File: config.mk
export PLATFORM = sky130hd
export DESIGN_NAME = codec_ctrl_responder
export DESIGN_NICKNAME = d
export VERILOG_FILES = /design/src/rtl/codec_ctrl_responder.sv
export SDC_FILE = /design/constraint.sdc
export NUM_CORES = 1
export LEC_CHECK = 0
export CORE_AREA = 2 2 108 110
export DETAILED_ROUTE_END_ITERATION = 8
export DIE_AREA = 0 0 110 112
export PLACE_DENSITY = 0.88
export SETUP_SLACK_MARGIN = 0.15
export SLEW_MARGIN = 20
export SYNTH_ARGS = -nofsm -noshare
export SYNTH_HDL_FRONTEND = slang
export SYNTH_SLANG_ARGS = --single-unit
File: constraint.sdc
create_clock -name clk -period 4.62 [get_ports clk]
set_input_delay 0.924 -clock clk [delete_from_list [all_inputs] [get_ports clk]]
set_output_delay 0.924 -clock clk [all_outputs]
set_load 0.005 [all_outputs]
File: src/rtl/codec_ctrl_responder.sv
`default_nettype none
// ============================================================================
// Module      : codec_ctrl_responder
// Description : Slave end of a 3-wire codec control port. The module
//               synchronizes SCK/MOSI/CS into clk, shifts in 16-bit
//               {addr[6:0], data[8:0]} words and commits each one on the
//               rising edge of CS. Committed words update a 10 x 9-bit codec
//               register bank that has power-on defaults.
// Ports       : clk, reset        - system clock, synchronous active-high reset
//               spi_sck/mosi/cs   - asynchronous serial control inputs
//               wr_valid/addr/data- commit strobe and last committed word
//               frame_err         - CS rose with a bit count other than 16
//               addr_err          - committed address is not in the bank
//               soft_rst          - committed write to 0x0F (bank to defaults)
//               rd_addr/rd_data   - registered readback, 0 beyond index 9
//               active, out_pd    - decoded control bits R9[0], R6[4]
//               word_count        - wrapping count of well-formed commits
// Revision    : 1.0 - initial release
// ============================================================================
module codec_ctrl_responder #(
    parameter int SYNC_STAGES = 2,
    parameter int WORD_BITS   = 16
) (
    input  logic       clk,
    input  logic       reset,
    input  logic       spi_sck,
    input  logic       spi_mosi,
    input  logic       spi_cs,
    output logic       wr_valid,
    output logic [6:0] wr_addr,
    output logic [8:0] wr_data,
    output logic       frame_err,
    output logic       addr_err,
    output logic       soft_rst,
    input  logic [3:0] rd_addr,
    output logic [8:0] rd_data,
    output logic       active,
    output logic       out_pd,
    output logic [7:0] word_count
);

    localparam logic [4:0] c_full_cnt = 5'(WORD_BITS);
    localparam logic [4:0] c_sat_cnt  = 5'(WORD_BITS + 1);
    localparam int         c_regs     = 10;

    // Power-on register defaults; also restored by a write to 0x0F.
    function automatic logic [8:0] f_default(input int idx);
        logic [8:0] v;
        case (idx)
            0, 1:    v = 9'h097;
            2, 3:    v = 9'h079;
            4:       v = 9'h00A;
            5:       v = 9'h008;
            6:       v = 9'h09F;
            7:       v = 9'h00A;
            default: v = 9'h000;
        endcase
        return v;
    endfunction

    // ------------------------------------------------------------------------
    // Input synchronizers plus one history flop per edge-detected input
    // ------------------------------------------------------------------------
    logic [SYNC_STAGES-1:0] r_sck_pipe;
    logic [SYNC_STAGES-1:0] r_mosi_pipe;
    logic [SYNC_STAGES-1:0] r_cs_pipe;
    logic                   r_sck_hist;
    logic                   r_cs_hist;

    logic w_sck;
    logic w_mosi;
    logic w_cs;
    logic w_sck_rise;
    logic w_cs_rise;

    assign w_sck  = r_sck_pipe[SYNC_STAGES-1];
    assign w_mosi = r_mosi_pipe[SYNC_STAGES-1];
    assign w_cs   = r_cs_pipe[SYNC_STAGES-1];

    always_ff @(posedge clk) begin
        if (reset) begin
            // CS idles high, so loading ones avoids a false edge out of reset.
            r_sck_pipe  <= '0;
            r_mosi_pipe <= '0;
            r_cs_pipe   <= '1;
            r_sck_hist  <= 1'b0;
            r_cs_hist   <= 1'b1;
        end else begin
            r_sck_pipe  <= {r_sck_pipe[SYNC_STAGES-2:0], spi_sck};
            r_mosi_pipe <= {r_mosi_pipe[SYNC_STAGES-2:0], spi_mosi};
            r_cs_pipe   <= {r_cs_pipe[SYNC_STAGES-2:0], spi_cs};
            r_sck_hist  <= w_sck;
            r_cs_hist   <= w_cs;
        end
    end

    assign w_sck_rise = w_sck & ~r_sck_hist;
    assign w_cs_rise  = w_cs & ~r_cs_hist;

    // ------------------------------------------------------------------------
    // Shift register, bit counter and commit decode
    // ------------------------------------------------------------------------
    logic [WORD_BITS-1:0] r_shift;
    logic [4:0]           r_bitcnt;
    logic                 r_wr_valid;
    logic                 r_frame_err;
    logic                 r_addr_err;
    logic                 r_soft_rst;
    logic [6:0]           r_wr_addr;
    logic [8:0]           r_wr_data;
    logic [7:0]           r_word_count;

    logic       w_commit;
    logic [6:0] w_addr;
    logic [8:0] w_data;
    logic       w_addr_known;

    // The commit uses the shift contents from before this cycle's SCK edge,
    // so a coincident SCK edge never leaks into the committed word.
    assign w_commit     = w_cs_rise && (r_bitcnt == c_full_cnt);
    assign w_addr       = r_shift[15:9];
    assign w_data       = r_shift[8:0];
    assign w_addr_known = (w_addr <= 7'h09) || (w_addr == 7'h0F);

    always_ff @(posedge clk) begin
        if (reset) begin
            r_shift      <= '0;
            r_bitcnt     <= '0;
            r_wr_valid   <= 1'b0;
            r_frame_err  <= 1'b0;
            r_addr_err   <= 1'b0;
            r_soft_rst   <= 1'b0;
            r_wr_addr    <= '0;
            r_wr_data    <= '0;
            r_word_count <= '0;
        end else begin
            r_wr_valid  <= 1'b0;
            r_frame_err <= 1'b0;
            r_addr_err  <= 1'b0;
            r_soft_rst  <= 1'b0;

            // Shifting is independent of the CS level.
            if (w_sck_rise) begin
                r_shift <= {r_shift[WORD_BITS-2:0], w_mosi};
            end

            if (w_cs_rise) begin
                // A coincident SCK edge is the first bit of the next word.
                r_bitcnt <= w_sck_rise ? 5'd1 : 5'd0;
                if (w_commit) begin
                    r_wr_valid   <= 1'b1;
                    r_wr_addr    <= w_addr;
                    r_wr_data    <= w_data;
                    r_word_count <= r_word_count + 8'd1;
                    r_addr_err   <= ~w_addr_known;
                    r_soft_rst   <= (w_addr == 7'h0F);
                end else begin
                    r_frame_err  <= 1'b1;
                end
            end else if (w_sck_rise && (r_bitcnt != c_sat_cnt)) begin
                r_bitcnt <= r_bitcnt + 5'd1;
            end
        end
    end

    // ------------------------------------------------------------------------
    // Register bank; written in the detect cycle so it is already updated
    // while wr_valid is high.
    // ------------------------------------------------------------------------
    logic [8:0] r_bank [0:c_regs-1];
    logic [8:0] r_rd_data;

    always_ff @(posedge clk) begin
        if (reset) begin
            for (int i = 0; i < c_regs; i++) begin
                r_bank[i] <= f_default(i);
            end
        end else if (w_commit) begin
            // R0/R1 and R2/R3 are channel pairs; data[8] updates both halves.
            case (w_addr)
                7'h00: begin
                    r_bank[0] <= w_data;
                    if (w_data[8]) r_bank[1] <= w_data;
                end
                7'h01: begin
                    r_bank[1] <= w_data;
                    if (w_data[8]) r_bank[0] <= w_data;
                end
                7'h02: begin
                    r_bank[2] <= w_data;
                    if (w_data[8]) r_bank[3] <= w_data;
                end
                7'h03: begin
                    r_bank[3] <= w_data;
                    if (w_data[8]) r_bank[2] <= w_data;
                end
                7'h04, 7'h05, 7'h06, 7'h07, 7'h08, 7'h09: begin
                    r_bank[w_addr[3:0]] <= w_data;
                end
                7'h0F: begin
                    for (int i = 0; i < c_regs; i++) begin
                        r_bank[i] <= f_default(i);
                    end
                end
                default: begin
                end
            endcase
        end
    end

    always_ff @(posedge clk) begin
        if (reset) begin
            r_rd_data <= '0;
        end else if (rd_addr <= 4'd9) begin
            r_rd_data <= r_bank[rd_addr];
        end else begin
            r_rd_data <= '0;
        end
    end

    assign wr_valid   = r_wr_valid;
    assign wr_addr    = r_wr_addr;
    assign wr_data    = r_wr_data;
    assign frame_err  = r_frame_err;
    assign addr_err   = r_addr_err;
    assign soft_rst   = r_soft_rst;
    assign rd_data    = r_rd_data;
    assign active     = r_bank[9][0];
    assign out_pd     = r_bank[6][4];
    assign word_count = r_word_count;

endmodule
`default_nettype wire

==> out/qor.txt <==
Critical path class -> flip-flop to flip-flop
Startpoint Class -> flip-flop
Worst VDD drop -> 0.259 mV
Number of hold violations in the final report -> 0
H-tree Lvls -> 4
Cell area after synthesis -> 0.00662 sq mm
Io pins -> 48
Syn avg cell area -> 11.5 sq um
Minimum clock period -> 3150 ps
Area contributors post-synth -> edfxtp_1 (41%), dfxtp_1 (20%), nand2_1 (5.0%), and2_1 (3.5%), a21oi_1 (3.3%)
Endpoints failing setup -> 0
Worst Slack Setup Final -> 1470 ps
Layout Cells excl Fill -> 761
Pin count of the biggest net entering global routing -> 68
Main combinational cell family by area after synthesis -> simple AND/OR/NAND/NOR gates
Diode count -> 0
Gate Count Post-Synth -> 575
Gpl congestion -> 0.971
EDFF count, synth -> 90
Yosys warning total -> 0
DRT Pass-1 Iters -> 7
XOR/XNOR Fraction of Synth Area -> 1.19%
Critical Path Fanout Max -> 27
Clk buf depth -> 2
LEAKAGE -> 2.50 nW
Tcrit/Tclk final -> 68.1%
# hold bufs at CTS -> 0
DR iter-0 viols -> 460
Global-route wire length before repair -> 23.4 mm
Root Driver -> clkbuf_16
Most used DFF post-synth -> edfxtp_1
Post_cts resized -> 0
GR Util All Layers -> 25.6%
Layout area overhead -> 16.5%
RSZ-0062 raised after global routing -> false
DP HPWL -> 9.42 mm
Clk_lat worst skew -> 430 ps
DR WL/cell -> 19.0 microns
Number of post-CTS setup repair buffers -> 0
Die width -> 110 microns
GRT overflow -> 0
Die Ht -> 112 microns
Core Rows -> 39
Sequential fraction of the synthesis area -> 60.8%
IO Port Bufs -> 47
Detail Route Antenna Nets -> 0
Crit path arrival time -> 3220 ps
Synth top area share -> 40.8%
Post-DP Area -> 0.00710 sq mm
DRC Markers -> 0
Die area -> 0.0123 sq mm
Vias -> 4574
Distinct cell type count of the synthesized netlist -> 49
Number of global-route vias before repair -> 4463
Post-placement setup slack -> 1180 ps
Synth Register Bits -> 156
Synth area leader -> edfxtp_1
Power Density -> 397 mW/mm^2
Number of placed instances, taps included -> 729
Mux cell area share after synthesis -> 7.62%
Worst min path class -> flip-flop to flip-flop
Post-DR vias/cell -> 6.01
Core ar. -> 0.0112 sq mm
Max-cap violations -> 0
CTS clk-pin slew, worst paths -> 60 ps
Layout cells sized above 1 -> 10.5%
Post-synthesis adder-cell area fraction -> 0.756%
Syn nets -> 588
Post-synth ARST share -> 0%
Pins Over Slew Limit -> 0
TritonCTS clock tree -> built
Final instance area -> 0.00771 sq mm
Clock buffer count from CTS -> 17
Max Clk Rate -> 318 MHz
Final Util -> 69.0%
Drt total wl -> 14.5 mm
Initial core utilization -> 59.2%
Run status -> completed
Post-Synth Simple-Gate Area -> 20.3%
Worst setup EP type -> flip-flop
Worst slew pin tran -> 1060 ps
Relative slew slack -> 29.0%
Initial antenna violation count -> 0
Final #Nets -> 618
Setup TNS -> 0 ps
Data required time at the worst endpoint -> 4700 ps
Total power -> 3.06 mW
Compound-Gate Fraction of Synth Area -> 6.16%
Clk sinks -> 156
Worst Hold Slack -> 424 ps
Clock skew -> 12.0 ps
-- cell usage in the layout, fill, tap and decap left out, types with 3 or more instances in the layout --
cell / netlist / layout
or2_1: 10 / 10
a221oi_1: 9 / 9
xnor2_1: 5 / 5
clkinv_1: 3 / 3
nor2_1: 21 / 21
a21oi_1: 44 / 44
inv_4: 0 / 3
clkbuf_16: 0 / 20
nor3_1: 14 / 14
and2_1: 37 / 37
nand4_1: 7 / 7
inv_1: 6 / 6
clkdlybuf4s50_1: 0 / 45
dfxtp_1: 66 / 66
nand3b_1: 3 / 3
mux2i_1: 20 / 20
buf_4: 3 / 4
clkbuf_1: 26 / 3
nand2b_1: 19 / 19
nor2b_1: 7 / 7
or2_2: 3 / 3
nand3_1: 6 / 6
xor2_1: 4 / 4
nor4_1: 15 / 15
ha_1: 4 / 4
nand2_1: 89 / 89
o21ai_0: 12 / 11
mux4_2: 9 / 9
edfxtp_1: 90 / 90
mux2_2: 9 / 9
-- worst paths after layout --
kind | cells after the start | start | slack, ps | endpoint
worst max-delay path | 6 | r_bitcnt[0] | 1470 | r_bank[0][2]
worst min-delay path | 1 | r_cs_pipe[0] | 420 | r_cs_pipe[1]
worst max register to register | 6 | r_bitcnt[0] | 1470 | r_bank[0][2]
worst min register to register | 1 | r_cs_pipe[0] | 420 | r_cs_pipe[1]
-- cells by family (layout without fill, tap and decap cells) --
| logic type | after synthesis | after routing |
|---|---|---|
| AO/OA/AOI/OAI | 71 | 71 |
| XOR/XNOR | 9 | 9 |
| buffers and inverters | 48 | 91 |
| adder cells (fa/ha/maj) | 4 | 4 |
| multiplexers | 38 | 38 |
| flip-flops | 156 | 156 |
| AND/OR/NAND/NOR | 249 | 249 |
-- registers in the layout (all words and copies together), names as in the netlist, 2 cells and up --
| register | cells |
|---|---|
| r_mosi_pipe | 2 |
| r_bank | 90 |
| r_bitcnt | 5 |
| r_sck_pipe | 2 |
| rd_data | 9 |
| r_shift | 16 |
| wr_addr | 7 |
| wr_data | 9 |
| word_count | 8 |
| r_cs_pipe | 2 |
-- synth_stat cells, types with 3 or more instances --
master	instances
edfxtp_1	90
nand2_1	89
dfxtp_1	66
a21oi_1	44
and2_1	37
clkbuf_1	26
nor2_1	21
mux2i_1	20
nand2b_1	19
nor4_1	15
nor3_1	14
o21ai_0	12
or2_1	10
a221oi_1	9
mux2_2	9
mux4_2	9
nand4_1	7
nor2b_1	7
inv_1	6
nand3_1	6
buf_2	5
xnor2_1	5
ha_1	4
xor2_1	4
buf_1	3
buf_4	3
clkinv_1	3
nand3b_1	3
or2_2	3
-- where the power goes --
part	internal (mW)	switching, mW
clock network	0.868	0.542
registers	1.51	0.0157
logic	0.0535	0.0712
-- layer usage --
layer | vias to the layer above | GRT usage (%) | wire length (microns)
met3 | 40 | 7.26 | 1220
met4 | 0 | 10.5 | 382
met1 | 2186 | 33.5 | 5780
met5 | - | 0 | 0
li1 | 2102 | - | -
met2 | 246 | 40.0 | 7110
-- worst max-delay path, stage by stage, from the launching register on --
cell and delay [ps]:
dfxtp_1 370, inv_1 100, ha_1 180, and3b_1 310
and2_1 800, nand4_1 540, nand2_1 500
-- layout make-up --
class	instances	area, sq um
tap	143	179
clock buffer	25	539
fill	749	3460
sequential	156	4020
multi-input combinational	371	2380
clock inverter	7	70.1
inverter	9	33.8
timing repair buffer	50	485
Power figures use the tool's default switching activity.
